===== src/rtl/taxel_pkg.sv =====
// rtl/taxel_pkg.sv - shared types and constants for the taxel packetizer
package taxel_pkg;

    localparam logic [7:0] SYNC_BYTE = 8'hA5;

    typedef enum logic [2:0] {
        IDLE,
        SYNC,
        IDX,
        DHI,
        DLO
    } ser_state_e;

    typedef struct packed {
        logic [3:0]  sw;
        logic [3:0]  rd;
        logic [15:0] data;
    } taxel_entry_t;

endpackage


===== src/rtl/taxel_fifo.sv =====
// rtl/taxel_fifo.sv - synchronous sample FIFO; a push into a full FIFO is taken when a pop frees a slot that cycle
module taxel_fifo
    import taxel_pkg::*;
#(
    parameter int  DEPTH = 16,
    parameter type T     = taxel_entry_t
) (
    input  logic                   clk_in,
    input  logic                   rst,
    input  logic                   push_i,
    input  T                       push_data_i,
    input  logic                   pop_i,
    output T                       head_o,
    output logic                   full_o,
    output logic                   empty_o,
    output logic [$clog2(DEPTH):0] count_o
);

    localparam int AW = $clog2(DEPTH);

    T               mem_q [DEPTH];
    logic [AW-1:0]  wr_ptr_q, wr_ptr_d;
    logic [AW-1:0]  rd_ptr_q, rd_ptr_d;
    logic [AW:0]    count_q, count_d;
    logic           push_ok;
    logic           pop_ok;

    assign full_o  = (count_q == (AW+1)'(DEPTH));
    assign empty_o = (count_q == '0);
    assign count_o = count_q;
    assign head_o  = mem_q[rd_ptr_q];

    assign pop_ok  = pop_i && !empty_o;
    assign push_ok = push_i && (!full_o || pop_ok);

    always_comb begin
        wr_ptr_d = push_ok ? wr_ptr_q + AW'(1) : wr_ptr_q;
        rd_ptr_d = pop_ok  ? rd_ptr_q + AW'(1) : rd_ptr_q;
        count_d  = count_q + {{AW{1'b0}}, push_ok} - {{AW{1'b0}}, pop_ok};
    end

    always_ff @(posedge clk_in or posedge rst) begin
        if (rst) begin
            wr_ptr_q <= '0;
            rd_ptr_q <= '0;
            count_q  <= '0;
        end else begin
            wr_ptr_q <= wr_ptr_d;
            rd_ptr_q <= rd_ptr_d;
            count_q  <= count_d;
        end
    end

    // Storage carries no reset; only the pointers define what is valid.
    always_ff @(posedge clk_in) begin
        if (push_ok) begin
            mem_q[wr_ptr_q] <= push_data_i;
        end
    end

endmodule


===== src/rtl/taxel_packetizer.sv =====
// rtl/taxel_packetizer.sv - tags ADC samples with the taxel address, buffers them and emits 4-byte packets
module taxel_packetizer
    import taxel_pkg::*;
#(
    parameter int SW_WIRE_CNT = 16,
    parameter int RD_WIRE_CNT = 16,
    parameter int ADC_W       = 12,
    parameter int FIFO_DEPTH  = 16
) (
    input  logic                         clk_in,
    input  logic                         rst,
    input  logic                         sample_valid,
    input  logic [ADC_W-1:0]             sample_data,
    input  logic [$clog2(SW_WIRE_CNT):0] sw_mux_sel,
    input  logic [$clog2(RD_WIRE_CNT):0] rd_mux_sel,
    output logic                         scan_enable,
    output logic [7:0]                   tx_data,
    output logic                         tx_valid,
    input  logic                         tx_ready,
    output logic                         frame_done,
    output logic                         overflow
);

    localparam int CNT_W = $clog2(FIFO_DEPTH) + 1;

    ser_state_e   state_q, state_d;
    taxel_entry_t hold_q, hold_d;
    logic         frame_done_q, frame_done_d;
    logic         overflow_q, overflow_d;
    logic         scan_enable_q, scan_enable_d;

    taxel_entry_t push_entry;
    taxel_entry_t head;
    logic         fifo_full;
    logic         fifo_empty;
    logic [CNT_W-1:0] fifo_count;
    logic         pop;
    logic         last_taxel;

    logic [7:0]   sw_ext;
    logic [7:0]   rd_ext;
    logic         unused_sel_bits;

    assign sw_ext          = 8'(sw_mux_sel);
    assign rd_ext          = 8'(rd_mux_sel);
    assign unused_sel_bits = ^{sw_ext[7:4], rd_ext[7:4]};

    assign push_entry.sw   = sw_ext[3:0];
    assign push_entry.rd   = rd_ext[3:0];
    assign push_entry.data = 16'(sample_data);

    taxel_fifo #(
        .DEPTH (FIFO_DEPTH),
        .T     (taxel_entry_t)
    ) u_fifo (
        .clk_in      (clk_in),
        .rst         (rst),
        .push_i      (sample_valid),
        .push_data_i (push_entry),
        .pop_i       (pop),
        .head_o      (head),
        .full_o      (fifo_full),
        .empty_o     (fifo_empty),
        .count_o     (fifo_count)
    );

    assign last_taxel = (hold_q.sw == 4'(SW_WIRE_CNT - 1)) &&
                        (hold_q.rd == 4'(RD_WIRE_CNT - 1));

    always_comb begin
        state_d      = state_q;
        hold_d       = hold_q;
        pop          = 1'b0;
        tx_valid     = 1'b0;
        tx_data      = 8'h00;
        frame_done_d = 1'b0;
        case (state_q)
            IDLE: begin
                if (!fifo_empty) begin
                    pop     = 1'b1;
                    hold_d  = head;
                    state_d = SYNC;
                end
            end
            SYNC: begin
                tx_valid = 1'b1;
                tx_data  = SYNC_BYTE;
                if (tx_ready) state_d = IDX;
            end
            IDX: begin
                tx_valid = 1'b1;
                tx_data  = {hold_q.sw, hold_q.rd};
                if (tx_ready) state_d = DHI;
            end
            DHI: begin
                tx_valid = 1'b1;
                tx_data  = hold_q.data[15:8];
                if (tx_ready) state_d = DLO;
            end
            DLO: begin
                tx_valid = 1'b1;
                tx_data  = hold_q.data[7:0];
                if (tx_ready) begin
                    frame_done_d = last_taxel;
                    // Chain straight into the next packet so there is no idle byte slot.
                    if (!fifo_empty) begin
                        pop     = 1'b1;
                        hold_d  = head;
                        state_d = SYNC;
                    end else begin
                        state_d = IDLE;
                    end
                end
            end
            default: state_d = IDLE;
        endcase
    end

    assign overflow_d    = overflow_q | (sample_valid && fifo_full && !pop);
    assign scan_enable_d = (fifo_count < CNT_W'(FIFO_DEPTH - 2));

    always_ff @(posedge clk_in or posedge rst) begin
        if (rst) begin
            state_q       <= IDLE;
            hold_q        <= '0;
            frame_done_q  <= 1'b0;
            overflow_q    <= 1'b0;
            scan_enable_q <= 1'b0;
        end else begin
            state_q       <= state_d;
            hold_q        <= hold_d;
            frame_done_q  <= frame_done_d;
            overflow_q    <= overflow_d;
            scan_enable_q <= scan_enable_d;
        end
    end

    assign frame_done  = frame_done_q;
    assign overflow    = overflow_q;
    assign scan_enable = scan_enable_q;

endmodule


===== config.mk =====
export PLATFORM = sky130hd
export DESIGN_NAME = taxel_packetizer
export DESIGN_NICKNAME = d
export VERILOG_FILES = /design/src/rtl/taxel_pkg.sv /design/src/rtl/taxel_fifo.sv /design/src/rtl/taxel_packetizer.sv
export SDC_FILE = /design/constraint.sdc
export NUM_CORES = 1
export LEC_CHECK = 0
export ABC_AREA = 1
export BUFFER_PORTS_ARGS = -buffer_cell sky130_fd_sc_hd__buf_2
export CELL_PAD_IN_SITES_DETAIL_PLACEMENT = 1
export CELL_PAD_IN_SITES_GLOBAL_PLACEMENT = 2
export CORE_AREA = 2 2 270 166
export DETAILED_ROUTE_END_ITERATION = 6
export DIE_AREA = 0 0 272 168
export PLACE_DENSITY_LB_ADDON = 0.1
export SYNTH_ARGS = -nofsm -noshare
export SYNTH_HDL_FRONTEND = slang
export SYNTH_SLANG_ARGS = --single-unit

===== constraint.sdc =====
create_clock -name clk_in -period 2.4 [get_ports clk_in]
set_input_delay 0.72 -clock clk_in [delete_from_list [all_inputs] [get_ports clk_in]]
set_output_delay 0.72 -clock clk_in [all_outputs]
set_load 0.01 [all_outputs]

==> qor.csv <==
metric,value,unit
outcome,"complete, but fails checks",
failing checks,setup timing,
largest net degree at the start of global routing,83,
clock skew,18.2,ps
CTS Sinks,359,
Root Driver,clkbuf_16,
Worst-Skew Late Latency,540,ps
Post-synth top cells,"nand2_1, edfxtp_1, inv_1, nand3_1, dfrtp_1",
DP HPWL,26.5,mm
Rows,60,
Slowest Stage Delay on Critical Path,390,ps
vias in the first global route,11000,
post-route antenna net violation count,0,
chip height,168,um
Mapped Cells,1562,
Yosys reg bits,359,
Top Ports,38,
Synth Flop Type,edfxtp_1,
post-route minimum period,2480,ps
max_cap viols,0,
core area,43600,um2
Lkg Pwr,0.00812,uW
"Arr. time, crit path",1760,ps
syn_nets,1602,
"Setup violations, final",9,
layout cell share with drive strength beyond 1,13.8,%
# fillers,4815,
sequential cell area fraction in the yosys report,67.0,%
Relative slew margins,57.4,%
Starting DRT DRC Count,724,
first-pass GRT wire length,71.4,mm
"Req. time, crit path",1680,ps
final hold violation count,0,
detailed-route wire length,47.5,mm
Synth top area share,60.8,%
initial cell density of the core,36.2,%
Max Clk Rate,403,MHz
final setup margin,-84.5,ps
Met2 Wirelength,20.1,mm
"most used cell, CP",buf_6,
worst-path maximum fanout,5,
CP startpoint kind,flip-flop,
Initial DRT Pass Iterations,5,
Die X-Extent,272,um
PD cells,1210,nW/um2
Synth area leaders,"edfxtp_1, nand2_1, nand3_1",
worst hold path class,in2async,
GPL Wtd Cong,0.753,
DRC viols,0,
maximum VDD drop,569,uV
port bufs,35,
total CTS buffers,38,
H-tree Lvls,2,
Via density,4.79,
fin area,18700,um2
Crit. End Element,output port,
Max clock buf depth,3,
CP max-delay cell,dfrtp_1,
"Cell Area, Synth",15800,um2
crit share post-route,104,%
antenna violations before repair,2,
worst r2r src,state_q[0],
diodes inserted,0,
CTS tree,done,
WL/cell,21.0,um
Die Area,45700,um2
"Avg Cell Area, Syn",10.1,um2
P&R area growth vs syn,18.3,%
worst-margin pin slew,638,ps
GR Overflow Total,0,
Vias,10800,
max layer used,met5,
Pwr Total,22600,uW
"FFs w/ async S/R, synth",10.9,%
Metal-1 WL,24.4,mm
Tot GR Track Use,21.2,%
Nets,1687,
Ys Warns,0,
Max Transition Viols Final,0,
CTS Hold Bufs,0,
RSZ-0062 raised after global routing,yes,
cell with the most instances after synthesis,nand2_1,
kind of critical path,reg2out,
"EDFF count, synth",320,
crit-path cells,buf_6 > nor2_4 > inv_2 > nor2_4 > buf_6 > a22o_4 > buf_6,
"Reg clk slew, reported paths",70,ps
flop2flop setup slack,40,ps
CP Launch Point,state_q[0],
"Cell Area, Placed",17000,um2
WL met3,2.30,mm
post-synthesis cell type count,30,
Yosys top cell by area,edfxtp_1,
worst paths after layout:
check	to	cells after the start
worst max-delay path	tx_data[6]	7
worst min-delay path	hold_q[21]	2
worst max register to register	u_fifo.mem_q[10][18]	9
worst min register to register	scan_enable	1
max in group asynchronous	state_q[2]	3
min in group clk_in	scan_enable	1
cell usage in the layout (no fill, tap or decap), drive strengths merged, types with 2 or more instances in the layout:
master | netlist | final
xor2 | 6 | 6
bufinv | 0 | 3
edfxtp | 320 | 320
clkinv | 0 | 16
inv | 272 | 272
a21oi | 5 | 5
nand4 | 3 | 3
clkbuf | 12 | 45
dfrtp | 39 | 39
nor2 | 24 | 31
nand2 | 537 | 537
buf | 60 | 109
nand3 | 254 | 254
o211ai | 2 | 2
o21ai | 8 | 8
ha | 13 | 13
state kept, by name, summed over array words and instances, names as in the netlist:
name	cells
frame_done	1
overflow	1
u_fifo.mem_q	320
scan_enable	1
u_fifo.count_o	5
u_fifo.rd_ptr_q	4
hold_q	20
u_fifo.wr_ptr_q	4
state_q	3
repair_timing:
| action | 4_1_cts | 5_1_grt |
|---|---|---|
| cloned | 9 | 0 |
| setup buffers | 13 | 7 |
| pin swaps | 13 | 7 |
| setup endpoints to repair | 152 | 11 |
| resized for setup | 53 | 14 |
layer usage:
metal / track usage (%) / vias up
li1: - / 5192
met1: 32.7 / 5385
met2: 31.6 / 201
met3: 3.51 / 49
met4: 3.97 / 2
met5: 0 / -
power breakdown:
group / switching, uW / internal (uW)
clock network: 2440 / 3300
registers: 389 / 7630
logic: 5960 / 2880
total: 8790 / 13800
through the flow:
step / cells / hold WS [ps] / util [%] / setup WS (ps) / TNS, ps
2_1_floorplan: 1562 / 399 / - / -84.3 / -15220
3_3_place_gp: 2169 / 408 / 39.1 / -179 / -15630
3_5_place_dp: 2169 / 420 / 39.1 / -199 / -18690
4_1_cts: 2255 / 215 / 42.7 / -138 / -965
5_1_grt: 2260 / 240 / 42.8 / -163 / -1510
6_report: 2260 / 226 / 42.8 / -84.5 / -495
critical path, delay by kind of cell, from the launching register on:
family | cells | cell delay [ps]
buffers and inverters | 4 | 450
DFF | 1 | 390
and+or+nand+nor | 2 | 210
AOI/OAI and AO/OA | 1 | 160
cell type report:
| class | instances | area, um2 | share of cell area [%] |
|---|---|---|---|
| Sequential cell | 359 | 10600 | 56.7 |
| Multi-Input combinational cell | 866 | 4090 | 21.9 |
| Timing Repair Buffer | 110 | 1060 | 5.67 |
| Inverter | 272 | 1030 | 5.53 |
| Clock buffer | 45 | 1010 | 5.40 |
| Tap cell | 589 | 737 | 3.94 |
| Clock inverter | 19 | 161 | 0.864 |
kinds of logic after synthesis:
logic type	Yosys count	share of synthesized area, %
AOI/OAI and AO/OA	18	0.689
xor gates and xnor gates	7	0.388
adders and majority gates	14	1.16
DFF	359	67.0
buffers and inverters	344	9.07
and+or+nand+nor	820	21.7
(Power assumes the default switching activity.)
